[src/rtl/dmem_arbiter.sv]
// dmem_arbiter: shares the single-port data memory between the core
// memory-access stage (port C) and the loader/debug port (port L).
// The core has priority; a saturating starvation counter force-grants a
// loader that has been denied STARVE_LIMIT cycles in a row. Load data comes
// back one cycle after issue and is steered to whichever port issued it.
module dmem_arbiter #(
  parameter int STARVE_LIMIT = 4,
  parameter int CNT_W        = 3
) (
  input  logic        clk,
  input  logic        rstd,
  // core port
  input  logic        c_req,
  input  logic        c_we,
  input  logic [31:0] c_addr,
  input  logic [31:0] c_wdata,
  input  logic [1:0]  c_width,
  output logic        c_gnt,
  output logic        c_rvalid,
  output logic [31:0] c_rdata,
  output logic        core_stall,
  // loader port
  input  logic        l_req,
  input  logic        l_we,
  input  logic [31:0] l_addr,
  input  logic [31:0] l_wdata,
  input  logic [1:0]  l_width,
  output logic        l_gnt,
  output logic        l_rvalid,
  output logic [31:0] l_rdata,
  // memory side
  output logic        m_en,
  output logic        m_we,
  output logic [31:0] m_addr,
  output logic [31:0] m_wdata,
  output logic [1:0]  m_width,
  input  logic [31:0] m_rdata
);

  localparam logic [CNT_W-1:0] LIMIT = CNT_W'(STARVE_LIMIT);

  logic [CNT_W-1:0] starve_cnt;
  logic             rd_pend;
  logic             rd_owner;   // 0 = core, 1 = loader
  logic             force_gnt;

  // Grants depend only on requests and registered state, never on m_rdata.
  // Nothing is granted while reset is asserted, so a load presented during
  // reset can never produce a read-data pulse afterwards.
  assign force_gnt  = l_req & (starve_cnt == LIMIT);
  assign l_gnt      = ~rstd & l_req & (~c_req | force_gnt);
  assign c_gnt      = ~rstd & c_req & ~l_gnt;
  assign core_stall = c_req & ~c_gnt;
  assign m_en       = c_gnt | l_gnt;

  // Memory-side mux: steer the granted port, drive all zeros when idle.
  always_comb begin
    m_we    = 1'b0;
    m_addr  = '0;
    m_wdata = '0;
    m_width = '0;
    if (c_gnt) begin
      m_we    = c_we;
      m_addr  = c_addr;
      m_wdata = c_wdata;
      m_width = c_width;
    end else if (l_gnt) begin
      m_we    = l_we;
      m_addr  = l_addr;
      m_wdata = l_wdata;
      m_width = l_width;
    end
  end

  // Starvation counter and read-return tracking.
  always_ff @(posedge clk) begin
    if (rstd) begin
      starve_cnt <= '0;
      rd_pend    <= 1'b0;
      rd_owner   <= 1'b0;
    end else begin
      if (l_req & ~l_gnt)
        starve_cnt <= (starve_cnt == LIMIT) ? LIMIT : starve_cnt + 1'b1;
      else
        starve_cnt <= '0;
      rd_pend <= m_en & ~m_we;
      if (m_en & ~m_we)
        rd_owner <= l_gnt;
    end
  end

  // Read data is only presented on the port that owns the returning load.
  assign c_rvalid = rd_pend & ~rd_owner;
  assign l_rvalid = rd_pend & rd_owner;
  assign c_rdata  = c_rvalid ? m_rdata : 32'h0;
  assign l_rdata  = l_rvalid ? m_rdata : 32'h0;

endmodule

[config.mk]
export PLATFORM = sky130hd
export DESIGN_NAME = dmem_arbiter
export DESIGN_NICKNAME = d
export VERILOG_FILES = /design/src/rtl/dmem_arbiter.sv
export SDC_FILE = /design/constraint.sdc
export NUM_CORES = 1
export LEC_CHECK = 0
export CAP_MARGIN = 40
export CORE_AREA = 2 2 117 119
export CTS_CLUSTER_SIZE = 10
export DETAILED_ROUTE_END_ITERATION = 6
export DIE_AREA = 0 0 119 121
export PLACE_DENSITY = 0.54
export SLEW_MARGIN = 40
export SYNTH_ARGS = -nofsm -noshare
export SYNTH_HDL_FRONTEND = slang
export SYNTH_SLANG_ARGS = --single-unit
export TNS_END_PERCENT = 5
[constraint.sdc]
create_clock -name clk -period 4.4 [get_ports clk]
set_clock_uncertainty 0.1 [all_clocks]
set_input_delay 0.88 -clock clk [delete_from_list [all_inputs] [get_ports clk]]
set_output_delay 0.88 -clock clk [all_outputs]
set_load 0.05 [all_outputs]
* Word-level counts from Yosys, hierarchy flattened
Cells that the tools add are included.
Storage, ports and cells: latch bits 0, word-level logic and storage cells 38, register bits after elaboration 5, RAM bits 0, input port bits 170, bits in read-only memories 0, output and inout port bits 137, memories kept 0
Cells by class: order comparisons 0, div/mod/pow operators 0, equal/unequal tests 1, bitwise logic cells 19, reduce and logical (&&, ||, !) cells 2, shifts and indexed selects 0, multiply operators 0, add/sub/neg operators 1, multiplexer cells 11
Operators by type and width (number):
- $mux 32 | 6
- $and 1x1->1 | 10
- $not 1->1 | 7
- $mux 2 | 2
- $add 3x1->3 const B | 1
- $eq 3x3->1 const B | 1
- $mux 3 | 1
- $reduce_or 3->1 | 1
- $mux 1 | 2
- $or 1x1->1 | 2
- $reduce_or 2->1 | 1

* Depth between registers and ports, before layout
Gate-level depths: netlist of the first run.
depth after elaboration 9, mapped depth 7, mapped depth without buffers 6

* Least setup slack after synthesis of the first run
No wires, ideal clock.
path type in2out, start point input port rstd, end point output port m_addr[14], arrival time 2.393 ns, path buffers 1, cell stages on the path 4, required time 3.420 ns, path slack 1.027 ns, cells stage by stage nand2b_1 -> a21oi_2 -> clkbuf_1 -> a22o_1
Between the ends: cells in the longest elaborated chain, start to end 6, elaborated cells between the ends (all ways) 8, classes of those cells mux (2); bitwise (6)
Ends and longest elaborated chain:
- start: declaration | line 11 | input logic rstd,
- $not 1->1 * | line 51 | assign l_gnt = ~rstd & l_req & (~c_req | force_gnt);
- $and 1x1->1 * (2 in a row) | line 51
- named net l_gnt | line 28 | output logic l_gnt,
- $not 1->1 | line 52 | assign c_gnt = ~rstd & c_req & ~l_gnt;
- $and 1x1->1 | line 52
- $mux 32 * | line 62 | if (c_gnt) begin
- end: declaration | line 34 | output logic [31:0] m_addr,
Mark *: on every way through the listed nets, which the timed path passes. The rest lies on a longest branch.

* Worst setup path after layout of the first run
start point input port rstd, end point output port m_wdata[3]
Between the ends: cells in the longest elaborated chain, start to end 6, elaborated cells between the ends (all ways) 8, classes of those cells mux (2); bitwise (6)
Ends and longest elaborated chain:
- $not 1->1 * | line 51, 52
- $and 1x1->1 (2 in a row) | line 51
- $not 1->1 | line 52
- $and 1x1->1 | line 52
- $mux 32 * | line 62
- end: declaration | line 35 | output logic [31:0] m_wdata,
Every way passes the cells marked *; elsewhere a longest branch is shown, timed or not.

==> results of run 1 <==
## sequential cells by signal, summed over array words and instances, names as in the netlist
name / flops
starve_cnt: 3
rd_owner: 1
rd_pend: 1
## path summary, 6_finish.rpt
check	endpoint	slack (ns)
hold reg to reg	starve_cnt[0]	0.36
hold / removal	starve_cnt[0]	0.36
setup / recovery	m_wdata[3]	0.69
setup reg to reg	rd_owner	2.29
## logic make-up after synthesis
group | count (synthesis) | share of synthesized area
and+or+nand+nor | 79 | 0.349
AOI/OAI and AO/OA | 72 | 0.468
buffers and inverters | 28 | 0.0916
DFF | 5 | 0.0733
adders and majority gates | 2 | 0.0183
## metrics by stage
stage | instance area, µm² | hold slack, ns
after floorplan | 1370 | 0.325
after global placement | 5230 | 0.337
after detailed placement | 5230 | 0.355
after CTS | 5310 | 0.356
after global routing | 5310 | 0.381
final | 5310 | 0.356
## report_power, final
group | internal [W] | switching (W) | total, W | leakage, nW
Combinational | 0.000351 | 0.000357 | 0.000707 | 2.10
Clock | 0.000120 | 0.0000294 | 0.000149 | 0.0382
Sequential | 0.0000476 | 0.00000297 | 0.0000506 | 0.0410
## per-layer routing
| layer | part of all wire | up-vias | wire length, µm |
|---|---|---|---|
| li1 | - | 1305 | - |
| met3 | 0.10 | 7 | 1110 |
| met4 | 0.0077 | 0 | 83 |
| met2 | 0.56 | 186 | 6070 |
| met1 | 0.33 | 1193 | 3510 |
| met5 | 0 | - | 0 |
## area by class of cell
type	instances	area [µm²]	share of cell area
repair buffers	313	3730	0.703
multi-input cells	153	1160	0.218
well taps	176	220	0.0415
flip-flops and latches	5	100	0.0189
clock buffers	4	78.8	0.0148
inverters	5	18.8	0.00354
## synth_stat cells
| master | number | area [µm²] |
|---|---|---|
| clkbuf_1 | 13 | 48.8 |
| and3_1 | 32 | 200 |
| dfxtp_1 | 5 | 100 |
| a21oi_2 | 1 | 8.76 |
| nand2b_1 | 1 | 6.26 |
| a311oi_1 | 1 | 8.76 |
| a2111oi_2 | 1 | 15.0 |
| nor2b_1 | 1 | 6.26 |
| nor2_1 | 5 | 18.8 |
| inv_1 | 5 | 18.8 |
| a21oi_1 | 1 | 5.00 |
| nor3b_1 | 1 | 7.51 |
| buf_4 | 3 | 22.5 |
| nor3_1 | 3 | 15.0 |
| a22o_1 | 67 | 587 |
| nand2_1 | 2 | 7.51 |
| and2_1 | 33 | 206 |
| ha_1 | 2 | 25.0 |
| and4_1 | 1 | 8.76 |
| buf_2 | 7 | 35.0 |
| a311oi_2 | 1 | 15.0 |
## cell usage in the layout, fill, tap and decap left out
cell	instances
clkbuf_16	3
buf_4	13
and3_1	32
a311oi_1	1
clkdlybuf4s50_1	237
nand2b_1	1
nor2_1	5
nor3b_1	1
a311oi_4	1
a21oi_1	1
a2111oi_2	1
nor3_1	3
dfxtp_1	5
nor2b_1	1
and4_1	1
buf_12	63
and2_1	33
nand2_1	2
a21oi_4	1
inv_1	5
ha_1	2
a22o_1	67
clkbuf_1	1
==> metrics.md, run 1 <==
| Metric | Value |
|---|---|
| Status | `finished, final reports clean` |
| Synthesized net count | `358` |
| Startpoint Class | `input port` |
| Detail Route Antenna Nets | `0` |
| Slowest-stage cell, CP | `clkdlybuf4s50_1` |
| Syn. warnings | `0` |
| Hold_sp | `starve_cnt[0]` |
| Layout cell share with drive strength beyond 1 | `0.171` |
| Ant. Diodes | `0` |
| Root Driver | `clkbuf_16` |
| GPL Wtd Cong | `0.809` |
| Slowest stage delay, CP | `0.52 ns` |
| Layout Utilization | `0.406` |
| Initial antenna violation count | `0` |
| Worst skew pair latency | `0.23 ns` |
| H-tree Lvls | `1` |
| Crit Path Category | `in -> out` |
| Placed cell count | `652` |
| GRT Util Overall | `0.139` |
| Buf/Inv on CP | `3` |
| CTS max path bufs | `2` |
| CP top delay family | `buffers and inverters` |
| Hold Crit Depth | `1` |
| Final hold violation count | `0` |
| Met3 Use GR | `0.0404` |
| Drt pass-1 iters | `4` |
| Largest net degree at the start of global routing | `50` |
| RSZ-0062 raised after global routing | `false` |
| Power Dens Cells | `171 mW/mm²` |
| Hold crit path type | `reg -> reg` |
| Final Setup Violations | `0` |
| Crit-path max FO | `48` |
| Tot Pwr | `0.000907 W` |
| Final std cells w/o fill | `656` |
| Relative slew margins | `0.625` |
| Die area | `0.0144 mm²` |
| Min cycle time layout | `3.71 ns` |
| Synthesized instance count | `186` |
| # DRC | `0` |
| CTS sink cnt | `5` |
| Origin of the critical flop-to-flop path | `starve_cnt[0]` |
| Leak pwr | `2.18 nW` |
| Crit-path cells | `clkdlybuf4s50_1 -> nand2b_1 -> a21oi_4 -> buf_4 -> a22o_1 -> buf_12` |
| Worst setup path startpoint | `rstd` |
| First-pass GRT wire length | `15,600 µm` |
| CTS tree | `built` |
| Reg2Reg Depth | `7` |
| Cell variety after synth | `21` |
| Area grow syn2layout | `289%` |
| Initial core utilization | `0.104` |
| Sequential area share after synthesis | `0.0733` |
| Crit. path cell count | `6` |
| Vias/cell | `4.10` |
| Total negative slack | `0 ns` |
| PnR worst setup slack | `0.688 ns` |
| Grt ovf | `0` |
| Met2 Use GR | `0.287` |
| Final nets | `653` |
| Die Wd | `119 µm` |
| Fin crit share | `0.844` |
| Hold Buf Count CTS | `0` |
| Crit. End Element | `output port` |
| Post-CTS Setup Inserts | `0` |
| Die height | `121 µm` |
| # rows | `42` |
| FMAX | `0.269 GHz` |
| DRT iter0 DRCs | `60` |
| WL per Instance | `16.4 µm` |
| Vias in the first global route | `2,737` |
| Fin. max-slew vios | `0` |
| Mapped cell area | `0.00137 mm²` |
| Syn avg cell area | `7.35 µm²` |
| Vias | `2,691` |
| Ports | `307` |
| GR Layer Usage met1 | `0.137` |
| Clock-pin slew on the worst setup and hold paths | `0.03 ns` |
| Worst Tran Pin Value | `0.561 ns` |
| Worst slack, placed | `0.665 ns` |
| Fillers | `1,287` |
| Busiest grt layer | `met2` |
| Total Wirelength | `10,800 µm` |
| Worst EP required | `3.42 ns` |
| VDD IR max | `0.0898 mV` |
| Cts repair resizes | `0` |
| FF+latch count, synth | `5` |
| Max cap viols | `0` |
| Port bufs | `306` |
| Core outline area | `0.0131 mm²` |
| Crit path DAT | `2.73 ns` |
| Final HPWL DP | `9660 µm` |
| CTS buffer count | `3` |
Power figures use the tool's default switching activity.
==> inputs of run 2 (changes only) <==
--- a/config.mk
+++ b/config.mk
@@ -6,11 +6,11 @@
 export NUM_CORES = 1
 export LEC_CHECK = 0
 export CAP_MARGIN = 40
-export CORE_AREA = 2 2 117 119
+export CORE_AREA = 2 2 121 123
 export CTS_CLUSTER_SIZE = 10
 export DETAILED_ROUTE_END_ITERATION = 6
-export DIE_AREA = 0 0 119 121
-export PLACE_DENSITY = 0.54
+export DIE_AREA = 0 0 123 125
+export PLACE_DENSITY = 0.51
 export SLEW_MARGIN = 40
 export SYNTH_ARGS = -nofsm -noshare
 export SYNTH_HDL_FRONTEND = slang
==> constraint.sdc (replaced) <==
create_clock -name clk -period 3.85 [get_ports clk]
set_clock_uncertainty 0.1 [all_clocks]
set_input_delay 0.77 -clock clk [delete_from_list [all_inputs] [get_ports clk]]
set_output_delay 0.77 -clock clk [all_outputs]
set_load 0.05 [all_outputs]
==> metrics.md, run 2 (synthesis results as in run 1) <==
| Metric | Value |
|---|---|
| Hold Buf Count CTS | `0` |
| Final nets | `650` |
| Max cap viols | `0` |
| DRT iter0 DRCs | `47` |
| Drt pass-1 iters | `4` |
| Total Wirelength | `11,500 µm` |
| WL per Instance | `17.3 µm` |
| Clock-pin slew on the worst setup and hold paths | `0.03 ns` |
| Commonest non-fill, non-tap cell in the layout | `clkdlybuf4s50_1` |
| Hold crit path type | `reg -> reg` |
| Post-CTS Setup Inserts | `0` |
| Die height | `125 µm` |
| Core outline area | `0.0142 mm²` |
| Die Wd | `123 µm` |
| Vias | `2,682` |
| H-tree Lvls | `1` |
| Worst Tran Pin Value | `0.603 ns` |
| Status | `finished, final reports clean` |
| RSZ-0062 raised after global routing | `false` |
| GPL Wtd Cong | `0.852` |
| Startpoint Class | `input port` |
| Register with the most flip-flops | `starve_cnt` |
| Vias/cell | `4.06` |
| First-pass GRT wire length | `16,000 µm` |
| Worst skew pair latency | `0.22 ns` |
| Tot Pwr | `0.00105 W` |
| Fin crit share | `0.887` |
| Leak pwr | `2.26 nW` |
| Crit path DAT | `2.55 ns` |
| Ant. Diodes | `0` |
| Root Driver | `clkbuf_16` |
| Crit Path Category | `in -> out` |
| Fin. max-slew vios | `0` |
| Fillers | `1,422` |
| FMAX | `0.293 GHz` |
| Initial antenna violation count | `0` |
| Flip-flop count of the largest register after layout | `3` |
| Grt ovf | `0` |
| Crit. End Element | `output port` |
| Largest registers | `starve_cnt: 3 flops, rd_owner: 1 flops, rd_pend: 1 flops` |
| Layout Utilization | `0.376` |
| Final Setup Violations | `0` |
| CTS tree | `built` |
| Largest net degree at the start of global routing | `70` |
| Crit-path max FO | `69` |
| Cts repair resizes | `0` |
| Total negative slack | `0 ns` |
| PnR worst setup slack | `0.435 ns` |
| # DRC | `0` |
| Layout cell share with drive strength beyond 1 | `0.241` |
| # rows | `44` |
| Power Dens Cells | `197 mW/mm²` |
| VDD IR max | `0.139 mV` |
| Detail Route Antenna Nets | `0` |
| Relative slew margins | `0.597` |
| GRT Util Overall | `0.136` |
| Final HPWL DP | `10,100 µm` |
| Area grow syn2layout | `291%` |
| Worst slack, placed | `0.441 ns` |
| CTS buffer count | `3` |
| Die area | `0.0154 mm²` |
| Initial core utilization | `0.0962` |
| CTS sink cnt | `5` |
| Min cycle time layout | `3.42 ns` |
| Ports | `307` |
| Commonest cells after routing, fill and taps aside | `clkdlybuf4s50_1 (203), buf_12 (73), a22o_1 (67), buf_4 (34), and2_1 (33)` |
| CTS max path bufs | `2` |
| Vias in the first global route | `2,701` |
| Final hold violation count | `0` |
| Worst EP required | `2.98 ns` |
| Port bufs | `306` |
## run 2: critical path, cell delays in order
cell,delay (ns)
clkdlybuf4s50_1,0.57
inv_1,0.14
a311oi_4,0.26
buf_12,0.31
a22o_1,0.27
buf_12,0.16
## run 2: per-layer routing
metal,vias up,GRT usage,routed length [µm]
li1,1298,-,-
met1,1178,0.130,3730
met2,196,0.286,6340
met4,0,0.0221,146
met5,-,0,0
met3,10,0.0324,1250
## run 2: cell type report
cell class | count | area, µm² | share of cell area
inverter | 5 | 18.8 | 0.00352
clock buffer | 4 | 78.8 | 0.0148
timing repair buffer | 310 | 3750 | 0.702
tap | 184 | 230 | 0.0431
multi-input combinational | 153 | 1160 | 0.217
sequential | 5 | 103 | 0.0192
## run 2: final timing paths
kind,to,start,cells after the start,slack [ns]
max,m_addr[13],c_req,6,0.43
min,starve_cnt[0],starve_cnt[0],1,0.38
max reg2reg,rd_owner,starve_cnt[0],7,1.83
min reg2reg,starve_cnt[0],starve_cnt[0],1,0.38
## run 2: per-stage QoR
| step | std cells | area, µm² | hold WS, ns |
|---|---|---|---|
| 2_1_floorplan | 186 | 1370 | 0.325 |
| 3_3_place_gp | 657 | 5260 | 0.336 |
| 3_5_place_dp | 657 | 5260 | 0.377 |
| 4_1_cts | 661 | 5340 | 0.381 |
| 5_1_grt | 661 | 5340 | 0.406 |
| 6_report | 661 | 5340 | 0.380 |
## run 2: where the power goes
part	switching, W	total [W]	leakage (nW)	internal [W]
sequential	0.0000129	0.0000677	0.0415	0.0000548
combinational	0.000409	0.000815	2.18	0.000406
clock	0.0000323	0.000169	0.0382	0.000137
total	0.000454	0.00105	2.26	0.000598
==> inputs of run 3 (changes only) <==
--- a/config.mk
+++ b/config.mk
@@ -6,11 +6,11 @@
 export NUM_CORES = 1
 export LEC_CHECK = 0
 export CAP_MARGIN = 40
-export CORE_AREA = 2 2 121 123
+export CORE_AREA = 2 2 117 119
 export CTS_CLUSTER_SIZE = 10
 export DETAILED_ROUTE_END_ITERATION = 6
-export DIE_AREA = 0 0 123 125
-export PLACE_DENSITY = 0.51
+export DIE_AREA = 0 0 119 121
+export PLACE_DENSITY = 0.54
 export SLEW_MARGIN = 40
 export SYNTH_ARGS = -nofsm -noshare
 export SYNTH_HDL_FRONTEND = slang
==> constraint.sdc (replaced) <==
create_clock -name clk -period 4.2 [get_ports clk]
set_clock_uncertainty 0.1 [all_clocks]
set_input_delay 0.84 -clock clk [delete_from_list [all_inputs] [get_ports clk]]
set_output_delay 0.84 -clock clk [all_outputs]
set_load 0.05 [all_outputs]
==> metrics.md, run 3 (synthesis results as in run 1) <==
| Metric | Value |
|---|---|
| Final HPWL DP | `9600 µm` |
| Die area | `0.0144 mm²` |
| Buf/Inv on CP | `3` |
| GRT Util Overall | `0.136` |
| Flip-flop count of the largest register after layout | `3` |
| Worst skew pair latency | `0.23 ns` |
| Max cap viols | `0` |
| Critical R2R Capture | `rd_owner` |
| Initial core utilization | `0.104` |
| Core outline area | `0.0131 mm²` |
| Vias/cell | `4.09` |
| Status | `finished, final reports clean` |
| FF-to-FF setup slack | `2.18 ns` |
| Hold crit path type | `reg -> reg` |
| Final hold violation count | `0` |
| Final nets | `653` |
| Total negative slack | `0 ns` |
| Fillers | `1,246` |
| GPL Wtd Cong | `0.817` |
| Slowest-stage cell, CP | `clkdlybuf4s50_1` |
| Worst EP required | `3.26 ns` |
| Die Wd | `119 µm` |
| Root Driver | `clkbuf_16` |
| Largest net degree at the start of global routing | `50` |
| H-tree Lvls | `1` |
| WL per Instance | `16.5 µm` |
| Port bufs | `306` |
| Power Dens Cells | `178 mW/mm²` |
| Clock-pin slew on the worst setup and hold paths | `0.03 ns` |
| Largest registers | `starve_cnt: 3 flops, rd_owner: 1 flops, rd_pend: 1 flops` |
| Cell mode on critical path | `clkdlybuf4s50_1` |
| Vias in the first global route | `2,647` |
| Hold_sp | `starve_cnt[0]` |
| Min cycle time layout | `3.57 ns` |
| Area grow syn2layout | `295%` |
| Ports | `307` |
| Hold Buf Count CTS | `0` |
| Commonest cells after routing, fill and taps aside | `clkdlybuf4s50_1 (233), buf_12 (71), a22o_1 (67), and2_1 (33), and3_1 (32)` |
| CTS tree | `built` |
| Relative slew margins | `0.615` |
| # DRC | `0` |
| Detail Route Antenna Nets | `0` |
| Leak pwr | `2.22 nW` |
| CTS buffer count | `3` |
| Cts repair resizes | `0` |
| Reg2Reg Depth | `7` |
| Commonest non-fill, non-tap cell in the layout | `clkdlybuf4s50_1` |
| Total Wirelength | `10,800 µm` |
| VDD IR max | `0.102 mV` |
| Drt pass-1 iters | `4` |
| Crit-path cells | `clkdlybuf4s50_1 -> inv_1 -> a311oi_4 -> nor2_1 -> clkdlybuf4s50_1` |
| Final Setup Violations | `0` |
| Crit Path Category | `in -> out` |
| Layout cell share with drive strength beyond 1 | `0.179` |
| Crit-path max FO | `4` |
| Initial antenna violation count | `1` |
| Startpoint Class | `input port` |
| Origin of the critical flop-to-flop path | `starve_cnt[0]` |
| Vias | `2,688` |
| Grt ovf | `0` |
| Die height | `121 µm` |
| Worst Tran Pin Value | `0.576 ns` |
| Hold endpoint | `starve_cnt[0]` |
| CP top delay family | `buffers and inverters` |
| Fin. max-slew vios | `0` |
| # rows | `42` |
| DRT iter0 DRCs | `69` |
| CTS max path bufs | `2` |
| Layout Utilization | `0.413` |
| Register with the most flip-flops | `starve_cnt` |
| CTS sink cnt | `5` |
| Crit. End Element | `output port` |
| Post-CTS Setup Inserts | `0` |
| RSZ-0062 raised after global routing | `false` |
| Crit path DAT | `2.63 ns` |
| Hold Crit Depth | `1` |
| First-pass GRT wire length | `15,400 µm` |
| FMAX | `0.280 GHz` |
| Slowest stage delay, CP | `0.70 ns` |
| Fin crit share | `0.850` |
run 3: cell type report:
cell class | instances | area (µm²) | share of cell area
diodes | 1 | 2.50 | 0.000463
inverters | 5 | 18.8 | 0.00347
clock buffers | 4 | 78.8 | 0.0146
repair buffers | 313 | 3820 | 0.707
multi-input cells | 153 | 1160 | 0.215
well taps | 176 | 220 | 0.0408
flip-flops and latches | 5 | 100 | 0.0185
run 3: through the flow:
stage	total power [W]	hold WS (ns)	area [µm²]	setup slack [ns]	instances
after floorplan	0.000385	0.325	1370	0.907	186
after global placement	0.000811	0.337	5320	0.623	652
after global routing	0.000999	0.382	5400	0.539	657
final	0.000963	0.350	5400	0.628	657
after detailed placement	0.000815	0.354	5320	0.610	652
after CTS	0.000973	0.356	5400	0.614	656
run 3: worst reg2reg max path, stage by stage (launching register included):
cell and delay [ns]:
dfxtp_1 0.34, inv_1 0.05, ha_1 0.27, nand2_1 0.18, a21oi_4 0.10, buf_12 0.18, a22o_1 0.33, a2111oi_2 0.36
run 3: how the worst max path moves through the flow:
stage,start,to,slack [ns],cells after the start
floorplan,rstd,m_addr[14],0.91,4
global placement,c_req,core_stall,0.62,5
detailed placement,c_req,core_stall,0.61,5
CTS,c_req,core_stall,0.61,5
global route,c_req,core_stall,0.54,5
finish,c_req,core_stall,0.63,5
run 3: per-layer routing:
layer	vias to the layer above	track usage	share of wire
li1	1308	-	-
met4	0	0.0335	0.021
met3	12	0.0348	0.091
met5	-	0	0
met1	1178	0.142	0.35
met2	190	0.270	0.54
run 3: power breakdown:
part	total (W)	internal (W)	leakage [nW]	switching [W]
logic	0.000754	0.000377	2.14	0.000377
registers	0.0000534	0.0000499	0.0410	0.00000349
clock network	0.000155	0.000126	0.0382	0.0000293
total	0.000963	0.000553	2.22	0.000410
